$ cat src/rtl/z_stream_packer.sv
// z_stream_packer
// Packs a serial bit stream (one bit per qualified cycle) LSB-first into
// WIDTH-bit words and presents them on a valid/ready port together with
// a population count. Two words of storage: one in the output register
// and one in the shift register. Bits offered while both are full are
// dropped and recorded in a sticky overflow flag.

module z_stream_packer #(
  parameter int WIDTH = 8,
  parameter int CNT_W = 4
) (
  input  logic             clock,
  input  logic             reset,
  input  logic             bit_in,
  input  logic             bit_valid,
  input  logic             word_ready,
  input  logic             ovf_clear,
  output logic [WIDTH-1:0] word_out,
  output logic             word_valid,
  output logic [CNT_W-1:0] ones_count,
  output logic             overflow
);

  typedef enum logic {
    COLLECT = 1'b0,
    HOLD    = 1'b1
  } state_t;

  state_t           state;
  logic [WIDTH-1:0] sr;
  logic [CNT_W-1:0] cnt;

  logic             drain;
  logic             out_free;
  logic             last_bit;
  logic             drop;
  logic [WIDTH-1:0] collect_word;

  // Number of ones in a word; the result fits because 2^CNT_W > WIDTH.
  function automatic logic [CNT_W-1:0] popcount(input logic [WIDTH-1:0] w);
    logic [CNT_W-1:0] n;
    n = '0;
    for (int i = 0; i < WIDTH; i++) begin
      n = n + CNT_W'(w[i]);
    end
    return n;
  endfunction

  // The output register can take a new word when empty or being consumed now.
  assign drain        = word_valid & word_ready;
  assign out_free     = ~word_valid | drain;
  assign last_bit     = (cnt == CNT_W'(WIDTH - 1));
  assign drop         = (state == HOLD) & ~out_free & bit_valid;
  // Word completed directly from the incoming bit, bypassing sr[WIDTH-1].
  assign collect_word = {bit_in, sr[WIDTH-2:0]};

  // Packing FSM: collects bits into sr, moves complete words into the output register.
  always_ff @(posedge clock or negedge reset) begin
    if (!reset) begin
      state      <= COLLECT;
      sr         <= '0;
      cnt        <= '0;
      word_out   <= '0;
      ones_count <= '0;
      word_valid <= 1'b0;
    end else begin
      // A consumed word empties the output unless a new word loads below.
      if (drain) begin
        word_valid <= 1'b0;
      end

      case (state)
        COLLECT: begin
          if (bit_valid) begin
            if (last_bit && out_free) begin
              // Final bit goes straight to the output together with sr.
              word_out   <= collect_word;
              ones_count <= popcount(collect_word);
              word_valid <= 1'b1;
              cnt        <= '0;
            end else begin
              for (int i = 0; i < WIDTH; i++) begin
                if (cnt == CNT_W'(i)) begin
                  sr[i] <= bit_in;
                end
              end
              if (last_bit) begin
                // sr now holds a complete word that must wait for the output.
                state <= HOLD;
              end else begin
                cnt <= cnt + CNT_W'(1);
              end
            end
          end
        end

        HOLD: begin
          if (out_free) begin
            word_out   <= sr;
            ones_count <= popcount(sr);
            word_valid <= 1'b1;
            state      <= COLLECT;
            // The transfer cycle can still accept the first bit of the next word.
            if (bit_valid) begin
              sr[0] <= bit_in;
              cnt   <= CNT_W'(1);
            end else begin
              cnt   <= '0;
            end
          end
        end

        default: begin
          state <= COLLECT;
        end
      endcase
    end
  end

  // Sticky overflow: a drop wins over a clear in the same cycle.
  always_ff @(posedge clock or negedge reset) begin
    if (!reset) begin
      overflow <= 1'b0;
    end else if (drop) begin
      overflow <= 1'b1;
    end else if (ovf_clear) begin
      overflow <= 1'b0;
    end
  end

endmodule

$ cat config.mk
export PLATFORM = sky130hd
export DESIGN_NAME = z_stream_packer
export DESIGN_NICKNAME = d
export VERILOG_FILES = /design/src/rtl/z_stream_packer.sv
export SDC_FILE = /design/constraint.sdc
export NUM_CORES = 1
export LEC_CHECK = 0
export BUFFER_PORTS_ARGS = -buffer_cell sky130_fd_sc_hd__buf_2
export CORE_MARGIN = 3
export CORE_UTILIZATION = 25
export DETAILED_ROUTE_END_ITERATION = 6
export PLACE_DENSITY_LB_ADDON = 0.3
export SYNTH_ARGS = -nofsm -noshare
export SYNTH_HDL_FRONTEND = slang
export SYNTH_SLANG_ARGS = --single-unit
$ cat constraint.sdc
create_clock -name clock -period 4.2 [get_ports clock]
set_clock_uncertainty 0.05 [all_clocks]
set_input_delay 0.21 -clock clock [delete_from_list [all_inputs] [get_ports clock]]
set_output_delay 0.21 -clock clock [all_outputs]
set_load 0.1 [all_outputs]
==> impl_results.md <==
- Outcome: finished, final reports clean
- Clk buf depth: 2
- I/O Buffers: 19
- Initial antenna violation count: 0
- GR Overflow Total: 0
- Die area: ~6700 um2
- Most common cell after layout, fill and taps aside: dfrtp_1
- Setup Viol. Count Final: 0
- Commonest cells after routing, fill and taps aside: 27 x dfrtp_1, 19 x buf_2, 17 x nand2_1
- Fin crit share: 73.96%
- HPWL after detailed placement: around 2.0 mm
- CP max stage delay: about 0.55 ns
- Slew Limit Fails: 0
- CTS root buffer: clkbuf_8
- Critical path, cell by cell: fa_1 > inv_1 > fa_1 > fa_1 > fa_1 > inv_1 > ha_1 > mux2_2
- Chip width: roughly 82 um
- Synthesized instance count: roughly 130
- Net count, final: 162
- Routed wire per std cell: 12.04 um
- Largest net degree at the start of global routing: 28
- Core ar.: ~5300 um2
- Worst-path fanout max: 3
- Total iterations of the first detailed-routing run: 4
- Worst-Margin Slew: between 0.6 and 0.7 ns
- Mean post-synth cell area: 11.28 um2
- # IOs: 20
- F_max: between 0.3 and 0.4 GHz
- Via-to-Cell Ratio: roughly 4.5
- Initial core utilization: ~27%
- CP Class: reg2reg
- Number of global-route vias before repair: 1035
- YS warnings: 0
- Pre-CTS worst setup slack: ~1.1 ns
- Post-Syn Area: between 1000 and 1500 um2
- Reg clk slew, reported paths: about 0.09 ns
- Post-synth EDFFs: 0
- Total GRT Usage: 9.250%
- Main flop type after synthesis: dfrtp_1
- Hold Fails Final Rpt: 0
- Routed wire length: between 2 and 3 mm
- Final setup margin: around 1.1 ns
- # Post-CTS Setup Buffers: 0
- GPL Wtd Cong: around 0.77
- Final setup TNS: 0 ns
- CP required: 4.32 ns
- Yosys cell types: 32
- CP Launch Type: flip-flop
- Rel. slew slack: 59.90%
- CTS tree: done
- Routed vias: 968
- Final core utilization: 30.68%
- WP buf/inv: 2
- Syn nets: 143
- Cell Rows: 26
- Global routing's busiest layer: met2
- Worst min path class: in2reg
- Clk sink count: 27
- GR Layer Usage met2: roughly 15%
- Clk_lat worst skew: between 0.2 and 0.3 ns
- Arr. time, crit path: about 3.2 ns
- Met1 global-route usage: roughly an eighth
- CP dominant cell by count: fa_1
- Remaining DRCs: 0
- Share of cells above drive strength 1: approximately 28%
- H-tree depth: 1
- Met3 Track Usage GR: 2.851%
- Initial DRC Count: 23
- Area delta synth->final: 14.24%
- Global-route wire length before repair: 4.816 mm
- MaxCap Viol Count: 0
- RSZ-0062 raised after global routing: no
- Cell at the slowest stage of the critical path: fa_1
- Number of buffers created by CTS: 3
- Fillers: about 570
- Crit path max-delay family: adder cells
- Placed instance area: around 1600 um2
- Finished Cell Area: ~1600 um2
- Detail Route Antenna Nets: 0
- Asr flop ratio synth: 100.0%
- Fin crit period: 3.106 ns
- Setup crit end kind: flip-flop
- Die Height: ~82 um
- Sequential-to-total area share from yosys stat: a little under half
- Antenna diodes: 0
- Post-synthesis register bit count: 27
per-stage QoR:
step	hold WS (ns)	instances
2_1_floorplan	-0.1356	127
3_3_place_gp	0.1994	210
3_5_place_dp	0.2125	210
4_1_cts	0.05920	215
5_1_grt	0.06608	215
6_report	0.06319	215
final cells by class:
cell class              instances  area (um2)  area share, %
clock buffers                   3       41.29          2.523
clock inverters                 1       5.005         0.3058
inverters                      13       48.80          2.982
multi-input cells              81       673.1          41.13
flip-flops and latches         27       675.6          41.28
well taps                      70       87.58          5.352
repair buffers                 20       105.1          6.422
cell usage after synthesis, drive strengths merged, types with 2 or more instances:
| cell | number | area share (%) |
|---|---|---|
| a21oi | 5 | 1.7 |
| buf | 5 | 2.2 |
| dfrtp | 27 | 47 |
| fa | 4 | 5.6 |
| ha | 6 | 5.2 |
| inv | 13 | 3.4 |
| mux2 | 14 | 11 |
| nand2 | 17 | 4.5 |
| nand2b | 2 | 1.9 |
| nor2 | 5 | 1.3 |
| nor3 | 2 | 0.70 |
| o21ai | 9 | 3.9 |
| o22ai | 2 | 0.87 |
what timing repair did:
item,CTS,global route
gates resized for setup,0,0
hold buffers,1,0
hold endpoints to repair,27,0
worst reg2reg max path: cells and delay by family (launching register included):
kind / cells / cell delay (ns)
adders and majority gates: 5 / 2.19
DFF: 1 / 0.42
muxes: 1 / 0.25
buffers and inverters: 2 / 0.10
state kept, by name (all words and copies together) (netlist names):
register    flops
cnt             4
word_valid      1
ones_count      4
sr              8
word_out        8
state           1
overflow        1
kinds of logic after synthesis:
group	synth area share [%]
DFF	47.16
AOI/OAI and AO/OA	12.75
xor gates and xnor gates	0.6115
adders and majority gates	10.83
buffers and inverters	5.852
muxes	11.00
and+or+nand+nor	11.79
metal layers:
metal	part of all wire (%)	routed length [um]
met1	46	1198
met2	47	1220
met3	5.8	150
met4	0.70	18
met5	0	0
worst paths after layout:
kind                             start             to  slack (ns)  depth (start not counted)
min reg2reg                word_out[6]    word_out[6]        0.44                          2
min in group asynchronous        reset    word_out[7]        0.42                          2
max                              sr[0]  ones_count[1]        1.09                          8
min                          ovf_clear       overflow        0.06                          2
max in group asynchronous        reset    word_out[0]        3.29                          2
max reg2reg                      sr[0]  ones_count[1]        1.09                          8
Power is left out: the tool's default activity adds up to more than one toggle a clock period on the data nets, which glitch-free logic cannot reach.
